[src/rtl/violet_pattern_sequencer_if.sv]
// Button/LED exchange with the Violet panel, plus pattern status outputs.
// The master drives buttons; the slave (sequencer) drives everything else.
interface violet_pattern_sequencer_if;
   logic [15:0] buttons;
   logic [15:0] leds;
   logic [1:0]  mode;
   logic        paused;
   logic        fast;
   logic        step_tick;

   modport master (
      output buttons,
      input  leds, mode, paused, fast, step_tick
   );

   modport slave (
      input  buttons,
      output leds, mode, paused, fast, step_tick
   );
endinterface

[src/rtl/violet_pattern_sequencer.sv]
// Selectable, pausable, speed-switchable LED pattern engine for the Violet panel.
// Buttons 3:0 are debounced by hold counters; all outputs come straight from registers.
module violet_pattern_sequencer #(
   parameter int CLK_FREQ    = 25000000,
   parameter int STEP_HZ     = 10,
   parameter int HOLD_CYCLES = 2500
)(
   input  logic                          i_clk,
   input  logic                          nrst,
   violet_pattern_sequencer_if.slave     bus
);
   localparam int DIV      = CLK_FREQ / STEP_HZ;
   localparam int DIV_FAST = DIV / 4;
   localparam int CW       = $clog2(DIV);
   localparam int HW       = $clog2(HOLD_CYCLES + 1);

   typedef enum logic [1:0] {M_CHASE, M_BOUNCE, M_FILL, M_BLINK} mode_t;

   logic [3:0]    r_btn;
   logic [3:0]    w_evt;
   logic [CW-1:0] r_cnt;
   logic [CW-1:0] w_cnt_next;
   logic [CW-1:0] w_lim_m1;
   mode_t         r_mode;
   mode_t         w_mode_next;
   logic [15:0]   r_leds;
   logic [15:0]   w_leds_next;
   logic [3:0]    r_pos;
   logic [3:0]    w_pos_next;
   logic          r_up;
   logic          w_up_next;
   logic          r_drain;
   logic          w_drain_next;
   logic          r_paused;
   logic          r_fast;
   logic          r_step_tick;
   logic          w_mode_evt;
   logic          w_pause_evt;
   logic          w_single_evt;
   logic          w_fast_evt;
   logic          w_div_tick;
   logic          w_step;
   logic          w_unused_bits;

   assign w_unused_bits = ^{bus.buttons[15], bus.buttons[13:4]};

   // One event per high period: fires only on the transition into saturation.
   genvar gi;
   for (gi = 0; gi < 4; gi++) begin : g_press
      logic [HW-1:0] r_hold;

      always_ff @(posedge i_clk or negedge nrst) begin
         if (!nrst) begin
            r_hold <= '0;
         end else if (!r_btn[gi]) begin
            r_hold <= '0;
         end else if (r_hold != HW'(HOLD_CYCLES)) begin
            r_hold <= r_hold + 1'b1;
         end
      end

      assign w_evt[gi] = r_btn[gi] && (r_hold == HW'(HOLD_CYCLES - 1));
   end

   assign w_mode_evt   = w_evt[0];
   assign w_pause_evt  = w_evt[1];
   assign w_single_evt = w_evt[2];
   assign w_fast_evt   = w_evt[3];

   assign w_lim_m1   = r_fast ? CW'(DIV_FAST - 1) : CW'(DIV - 1);
   assign w_div_tick = !r_paused && (r_cnt == w_lim_m1);
   // A mode change always wins; a pause toggle swallows a coincident divider tick.
   assign w_step     = !w_mode_evt &&
                       ((w_div_tick && !w_pause_evt) || (w_single_evt && r_paused));

   always_comb begin
      w_cnt_next = r_cnt;
      if (w_mode_evt || w_fast_evt) begin
         w_cnt_next = '0;
      end else if (!r_paused) begin
         w_cnt_next = (r_cnt == w_lim_m1) ? '0 : r_cnt + 1'b1;
      end
   end

   always_comb begin
      w_mode_next  = r_mode;
      w_leds_next  = r_leds;
      w_pos_next   = r_pos;
      w_up_next    = r_up;
      w_drain_next = r_drain;
      if (w_mode_evt) begin
         w_mode_next  = mode_t'(r_mode + 2'd1);
         w_pos_next   = 4'd0;
         w_up_next    = 1'b1;
         w_drain_next = 1'b0;
         case (w_mode_next)
            M_FILL:  w_leds_next = 16'h0000;
            M_BLINK: w_leds_next = 16'h00FF;
            default: w_leds_next = 16'h0001;
         endcase
      end else if (w_step) begin
         case (r_mode)
            M_CHASE: begin
               w_leds_next = bus.buttons[14] ? {r_leds[0], r_leds[15:1]}
                                             : {r_leds[14:0], r_leds[15]};
            end
            M_BOUNCE: begin
               if (r_up) begin
                  w_pos_next = r_pos + 4'd1;
                  if (r_pos == 4'd14) w_up_next = 1'b0;
               end else begin
                  w_pos_next = r_pos - 4'd1;
                  if (r_pos == 4'd1) w_up_next = 1'b1;
               end
               w_leds_next = 16'h0001 << w_pos_next;
            end
            M_FILL: begin
               w_leds_next = {r_leds[14:0], ~r_drain};
               if (!r_drain && (w_leds_next == 16'hFFFF)) w_drain_next = 1'b1;
               if (r_drain && (w_leds_next == 16'h0000))  w_drain_next = 1'b0;
            end
            default: w_leds_next = ~r_leds;
         endcase
      end
   end

   always_ff @(posedge i_clk or negedge nrst) begin
      if (!nrst) begin
         r_btn       <= '0;
         r_cnt       <= '0;
         r_mode      <= M_CHASE;
         r_leds      <= 16'h0001;
         r_pos       <= 4'd0;
         r_up        <= 1'b1;
         r_drain     <= 1'b0;
         r_paused    <= 1'b0;
         r_fast      <= 1'b0;
         r_step_tick <= 1'b0;
      end else begin
         r_btn       <= bus.buttons[3:0];
         r_cnt       <= w_cnt_next;
         r_mode      <= w_mode_next;
         r_leds      <= w_leds_next;
         r_pos       <= w_pos_next;
         r_up        <= w_up_next;
         r_drain     <= w_drain_next;
         r_paused    <= r_paused ^ w_pause_evt;
         r_fast      <= r_fast ^ w_fast_evt;
         r_step_tick <= w_step;
      end
   end

   // step_tick rises on the same edge that loads the updated pattern.
   assign bus.leds      = r_leds;
   assign bus.mode      = r_mode;
   assign bus.paused    = r_paused;
   assign bus.fast      = r_fast;
   assign bus.step_tick = r_step_tick;
endmodule
[src/flat_wrapper.sv]
// flat-port wrapper written by rule: the top's interface ports become plain ports
module violet_pattern_sequencer_flat 
#(
   parameter int CLK_FREQ    = 25000000,
   parameter int STEP_HZ     = 10,
   parameter int HOLD_CYCLES = 2500
)
  (i_clk, nrst, bus_buttons, bus_leds, bus_mode, bus_paused, bus_fast, bus_step_tick);
  violet_pattern_sequencer_if bus_i ();
  input  logic i_clk;
  input  logic nrst;
  input wire logic [$bits(bus_i.buttons)-1:0] bus_buttons;
  output wire logic [$bits(bus_i.leds)-1:0] bus_leds;
  output wire logic [$bits(bus_i.mode)-1:0] bus_mode;
  output wire logic [$bits(bus_i.paused)-1:0] bus_paused;
  output wire logic [$bits(bus_i.fast)-1:0] bus_fast;
  output wire logic [$bits(bus_i.step_tick)-1:0] bus_step_tick;
  assign bus_i.buttons = bus_buttons;
  assign bus_leds = bus_i.leds;
  assign bus_mode = bus_i.mode;
  assign bus_paused = bus_i.paused;
  assign bus_fast = bus_i.fast;
  assign bus_step_tick = bus_i.step_tick;
  violet_pattern_sequencer #(.CLK_FREQ(CLK_FREQ), .STEP_HZ(STEP_HZ), .HOLD_CYCLES(HOLD_CYCLES)) u_core (.i_clk(i_clk), .nrst(nrst), .bus(bus_i));
endmodule
[config.mk]
export PLATFORM = sky130hd
export DESIGN_NAME = violet_pattern_sequencer_flat
export DESIGN_NICKNAME = d
export VERILOG_FILES = /design/src/rtl/violet_pattern_sequencer_if.sv /design/src/rtl/violet_pattern_sequencer.sv /design/src/flat_wrapper.sv
export SDC_FILE = /design/constraint.sdc
export NUM_CORES = 1
export LEC_CHECK = 0
export ABC_AREA = 1
export ABC_CLOCK_PERIOD_IN_PS = 2400
export CAP_MARGIN = 20
export CORE_ASPECT_RATIO = 0.6
export CORE_UTILIZATION = 61
export CTS_CLUSTER_DIAMETER = 100
export DETAILED_ROUTE_END_ITERATION = 10
export PLACE_DENSITY = 0.81
export SETUP_SLACK_MARGIN = 0.2
export SYNTH_ARGS = -nofsm -noshare
export SYNTH_HDL_FRONTEND = slang
export SYNTH_SLANG_ARGS = --single-unit
[constraint.sdc]
create_clock -name i_clk -period 2.4 [get_ports i_clk]
set_input_delay 0.48 -clock i_clk [delete_from_list [all_inputs] [get_ports i_clk]]
set_output_delay 0.48 -clock i_clk [all_outputs]
set_load 0.01 [all_outputs]
==> flow_summary.ini <==
[pwr]
switching_share_pct = 24.3
pwr-share-comb_pct = 4.5
pwr-share-seq_pct = 52.3
switching_power_uw = 808
max-vdd-ir-drop_uv = 468
p_int_uw = 2520
power_uw = 3330
p_leak_uw = 0.00356
clkPwrFrac_pct = 43.2
powerDensity_nw_per_um2 = 458

[routing]
finalWirelength_um = 15600
vias = 6154
drc = 0
postRouteAntennaNets = 0
wl_per_cell_um = 14.2
drtIter0Drc = 670
via_per_inst = 5.61
firstDrtPassIters = 8

[synthesis]
synth_compound_area_share_pct = 11.7
synth_ff_type = dfrtp_1
synth-edff-count = 0
synth_largest_area_cell = dfrtp_1
synthArstFlopShare_pct = 100
avgSynthCellArea_um2 = 7.14
synth_top_family_by_area = simple AND/OR/NAND/NOR gates
netlist_top_cells_count = nand2_1 (233), inv_1 (137), dfrtp_1 (99)
synth-adder-area-share_pct = 3.59
yosys.cell_count.top_type = nand2_1
syn_nets = 963
seq_area_frac_synth_pct = 38.2
yosysWarnings = 0
synth.distinct_cells = 46
muxShareOfSynthArea_pct = 0.151
synth_top_area_share_pct = 37.5
synth_seq_cells = 101
ys_top_cells_by_area = dfrtp_1 (37%), nand2_1 (13%), inv_1 (7.8%)
synth_area_um2 = 6620
yosys.area_share.simple_pct = 34.1
postSynthCellCount = 926
synth-xor-area-share_pct = 1.59

[clocking]
cts.hold.buffers_added = 0
cts_resized = 0
cts_sinks = 101
clock_latency_ns = 0.35
post_cts_buffers = 0
path_clk_slew_ns = 0.07
tritoncts = built
cts_buffers = 9
h-tree-depth = 3
clk_path_buf_depth = 2
clockRootBuffer = clkbuf_16

[timing]
post-route-period-util_pct = 86.3
slew_violations = 0
period_needed_ns = 2.07
rsz0062_at_grt = false
fmaxAchievable_mhz = 483
finalSetupTns_ns = 0
relSlewSlack_pct = 53.2
worst_pin_slew_ns = 0.702
final.setup_skew_ns = 0.00808
timing.final.hold_violations = 0
setup_viol = 0
timing.final.ws_setup_ns = 0.329

[run_status]
outcome = completed

[die]
core-area_um2 = 10600
dieArea_um2 = 11300
dieWidth_um = 136
io_pins = 39
initial_utilization_pct = 62.6
die_y_um = 82.7
row_count = 29

[grt]
grt_use_total_pct = 29.6
busiest_layer = met1
first_global_vias = 5220
grt_remaining_overflow = 0
met2_usage_pct = 39.4
antenna_found_initial = 0
use_met3_pct = 6.90
grt_max_degree = 54
use_met1_pct = 47.2
grt_first_pass_wirelength_um = 25800

[critical_path]
reg2reg_from = u_core.bus.mode[0]
r2r_slack_ns = 0.33
cp_max_fo = 10
startpoint_type = flip-flop
rr_worst_depth = 10
critPathKind = flip-flop to flip-flop
regToRegEndpoint = u_core.bus.leds[8]
cp.arrival_ns = 2.32
crit_required_ns = 2.65
end_kind = flip-flop

[layout]
fillers = 877
drive_gt1_share_pct = 7.73
area_delta_synth_final_pct = 10.0
nets = 989
diodes = 0

[job]
drv_cap = 0

[placement]
globalplace.congestion = 0.985
hpwlAfterDp_um = 11500
pre_cts_ws_ns = 0.276
port_buffers = 27

[worst_hold_path]
hold_path_class = primary input to asynchronous set/reset pin
power by group through the flow:
| stage | clock, uW | combinational, uW | sequential [uW] |
|---|---|---|---|
| floorplan | 0 | 86.3 | 1770 |
| global placement | 0 | 144 | 1780 |
| detailed placement | 0 | 149 | 1780 |
| CTS | 1470 | 150 | 1740 |
| global route | 1530 | 171 | 1750 |
| finish | 1440 | 148 | 1740 |
flip-flops by register name, summed over array words and instances, names as in the netlist:
name	count
u_core.r_btn	4
u_core.r_up	1
u_core.r_pos	4
u_core.bus.leds	16
u_core.bus.step_tick	1
u_core.r_drain	1
u_core.g_press.r_hold	48
u_core.bus.paused	1
u_core.r_cnt	22
u_core.bus.fast	1
u_core.bus.mode	2
layer usage:
metal,vias to the layer above,wire (um)
met5,-,0
met4,0,113
met3,19,1330
met2,260,6050
met1,2817,8110
li1,3058,-
layout by cell type, fill, tap and decap left out, types with 2 or more instances in the layout:
cell	synthesis	routed
nand2_1	233	233
inv_1	137	137
nor2_1	98	98
dfrtp_1	99	98
nand3_1	67	67
a21oi_1	52	52
o21ai_0	48	48
nor3_1	32	32
clkdlybuf4s50_1	0	26
nand4_1	21	21
ha_1	19	18
xor2_1	11	11
inv_2	10	10
o211a_1	9	9
clkbuf_16	0	9
nand3_2	7	7
o221ai_1	7	7
buf_4	3	7
nor3_2	6	6
nor4_1	5	5
a31oi_1	5	5
nor2_2	6	5
nand2_2	4	4
o21ai_1	4	4
nand3b_1	3	3
o31ai_1	3	3
nor3_4	2	2
nand2_4	2	2
a21oi_2	2	2
clkinv_4	0	2
inv_8	0	2
dfstp_2	2	2
worst max-delay path by stage:
stage | startpoint | end | slack [ns] | depth (start not counted)
global placement | bus_buttons[14] | u_core.bus.leds[8] | 0.29 | 8
CTS | u_core.r_pos[0] | u_core.bus.leds[7] | 0.38 | 13
floorplan | u_core.bus.mode[0] | u_core.bus.leds[6] | 0.65 | 10
finish | u_core.bus.mode[0] | u_core.bus.leds[8] | 0.33 | 10
global route | u_core.bus.mode[0] | u_core.bus.leds[10] | 0.20 | 10
detailed placement | bus_buttons[14] | u_core.bus.leds[8] | 0.28 | 8
worst max-delay path, stage by stage (launching register included):
cell,delay (ns)
dfrtp_1,0.42
inv_1,0.13
ha_1,0.28
inv_1,0.12
nor2_4,0.07
nor2_1,0.40
o221ai_1,0.17
a21oi_1,0.22
nor2_1,0.07
nand2_1,0.06
nand2_1,0.04
metrics by stage:
stage / hold slack [ns] / utilization [%] / area, um2 / instances
detailed placement: 0.471 / 66.1 / 6980 / 1080
finish: 0.159 / 68.9 / 7280 / 1096
floorplan: 0.184 / - / 6620 / 926
global route: 0.225 / 68.9 / 7280 / 1096
global placement: 0.455 / 66.1 / 6980 / 1080
CTS: 0.198 / 68.9 / 7270 / 1096
logic make-up (layout without fill, tap and decap cells):
family                     after synthesis  in the layout
DFF                                    101            101
buffers and inverters                  167            198
AOI/OAI and AO/OA                      134            134
adders and majority gates               19             19
muxes                                    1              1
xor gates and xnor gates                12             12
and+or+nand+nor                        492            492
area by class of cell:
class | count | area [um2] | area share (%)
inverters | 148 | 558 | 7.67
flip-flops and latches | 101 | 2530 | 34.8
well taps | 139 | 174 | 2.39
repair buffers | 34 | 333 | 4.57
clock inverters | 6 | 53.8 | 0.739
clock buffers | 10 | 239 | 3.28
multi-input cells | 658 | 3390 | 46.6
Power figures use the tool's default switching activity.
==> patch: new RTL, config.mk and constraints unchanged <==
`HOLD_CYCLES` is set to 2500 in 2 places; all go to 1250.
--- a/src/rtl/violet_pattern_sequencer.sv
+++ b/src/rtl/violet_pattern_sequencer.sv
@@ -3,7 +3,7 @@
 module violet_pattern_sequencer #(
    parameter int CLK_FREQ    = 25000000,
    parameter int STEP_HZ     = 10,
-   parameter int HOLD_CYCLES = 2500
+   parameter int HOLD_CYCLES = 1250
 )(
    input  logic                          i_clk,
    input  logic                          nrst,
--- a/src/flat_wrapper.sv
+++ b/src/flat_wrapper.sv
@@ -3,7 +3,7 @@
 #(
    parameter int CLK_FREQ    = 25000000,
    parameter int STEP_HZ     = 10,
-   parameter int HOLD_CYCLES = 2500
+   parameter int HOLD_CYCLES = 1250
 )
   (i_clk, nrst, bus_buttons, bus_leds, bus_mode, bus_paused, bus_fast, bus_step_tick);
   violet_pattern_sequencer_if bus_i ();
Check against the original RTL: same outputs for any inputs over 10 cycles, from zero or initial values and one cycle with nrst low; that may be too few to reach the edited logic, so the function may still have changed.
==> patch against the original RTL <==
  * Utilization is 2.3 points higher
  * Fmax rose by 1.9%
  * Sequential cell count is 4 lower
  * Power decreased by 1.5%
  * Critical endpoint is now u_core.bus.leds[10]$_DFFE_PN0P_
  * Worst setup slack improved by 38 ps
  * Area after synthesis down 1.4%
  * Count of clock-buffer cells in the layout is 1 lower
  * Wire length increased by 7.1%
  * Critical path depth decreased by 1
  * Combinational power grew 5%
  * Design area decreased by 0.86%
  * Sequential power fell by 3%
==> patch: results (changes against the original RTL) <==
fin_util_pct: 71.3  # +2.3 points
grt_use_met2_pct: 48.3  # +8.9 points
drive_above_1_share_pct: 8.03  # +0.30 points
portBuffers: 27  # unchanged
outcome: "finished, final reports clean"
synth_flop_cell: "dfrtp_1"
path_max_fanout: 11  # +1
drtIter0Drc: 662  # -1.2%
gp_congestion: 0.913  # -7.3%
final_nets: 982  # -0.71%
grt_use_met1_pct: 44.8  # -2.4 points
fin_cells: 1081  # -1.4%
fillers: 794  # -9.5%
largest_register_ff_count: 44  # -8.3%
async_flop_share_pct: 100  # unchanged
grt_pass1_wl_um: 27300  # +5.9%
track_usage_pct: 31.9  # +2.3 points
drt-pass1-iter-count: 6  # -2
grt_max_degree: 42  # -22%
place_ws_ps: 230  # -45.2 ps
reg2regPathDepth: 9  # -1
clock_skew_ps: 7.60  # -0.476 ps
post_dp_cell_area_mm2: 0.00691  # -1.0%
avgSynthCellArea_um2: 7.11  # -0.47%
synth-seq-area-share_pct: 37.3  # -0.98 points
max_slew_margin_pct: 55.2  # +2.0 points
cp-startpoint: "u_core.r_cnt[0]$_DFFE_PN0P_"
grt_pass1_vias: 5702  # +9.2%
synth_nets: 958  # -0.52%
num_vias: 6185  # +0.50%
pwr-share-seq_pct: 51.2  # -1.1 points
p_int_mw: 2.44  # -3.2%
synthTopCellsByArea: "dfrtp_1, nand2_1, inv_1, nor2_1, ha_1"
vdd_drop_max_mv: 0.395  # -16%
use_met3_pct: 8.52  # +1.6 points
-- patch: changes by cell type in the layout (fill, tap and decap cells not counted), moves of 7 or more --
cell	before	now
inv_1	137	124
nand2_1	233	213
nand3_1	67	53
nor2_1	98	119
o21ai_1	4	11
xor2_1	11	22
-- patch: kinds of logic after synthesis --
family / share of synthesized area (%)
adder cells (fa/ha/maj): 4.41
AO/OA/AOI/OAI: 11.3
AND/OR/NAND/NOR: 33.0
flip-flops: 37.3
buffers and inverters: 10.1
multiplexers: 0.154
XOR/XNOR: 3.76
-- patch: critical path, stage by stage (launching register included) --
cell and delay (ps):
dfrtp_1 430, ha_1 220, nand2_1 140, nor2_1 160, nand2_1 120, nor2_4 150
nand3_4 110, nand2_2 200, nand2_2 210, o21ai_1 200
-- patch: final timing paths --
| check | end | slack, ps |
|---|---|---|
| max reg2reg | u_core.bus.leds[10]$_DFFE_PN0P_ | 370 |
| min reg2reg | u_core.g_press[3].r_hold[6]$_DFFE_PN0P_ | 490 |
| min in group i_clk | u_core.g_press[3].r_hold[6]$_DFFE_PN0P_ | 490 |
| min | u_core.r_cnt[14]$_DFFE_PN0P_ | 140 |
| max in group asynchronous | u_core.r_up$_DFFE_PN1P_ | 1520 |
| max | u_core.bus.leds[10]$_DFFE_PN0P_ | 370 |
-- patch: power groups by stage --
| stage | registers, mW | clock network [mW] | logic [mW] |
|---|---|---|---|
| 3_3_place_gp | 1.71 | 0 | 0.145 |
| 6_report | 1.68 | 1.45 | 0.155 |
| 3_5_place_dp | 1.71 | 0 | 0.153 |
| 4_1_cts | 1.68 | 1.46 | 0.155 |
| 2_1_floorplan | 1.70 | 0 | 0.0871 |
| 5_1_grt | 1.68 | 1.52 | 0.180 |
-- patch: cell type report --
cell class | instances | area share (%)
clock buffer | 9 | 3.12
clock inverter | 7 | 1.01
inverter | 136 | 7.14
multi-input combinational | 659 | 47.7
sequential | 97 | 33.7
tap | 135 | 2.34
timing repair buffer | 38 | 5.03
-- patch: metal layers --
| metal | vias to the layer above | wire length (um) |
|---|---|---|
| li1 | 2992 | - |
| met1 | 2881 | 7660 |
| met2 | 282 | 7190 |
| met3 | 30 | 1600 |
| met4 | 0 | 246 |
| met5 | - | 0 |
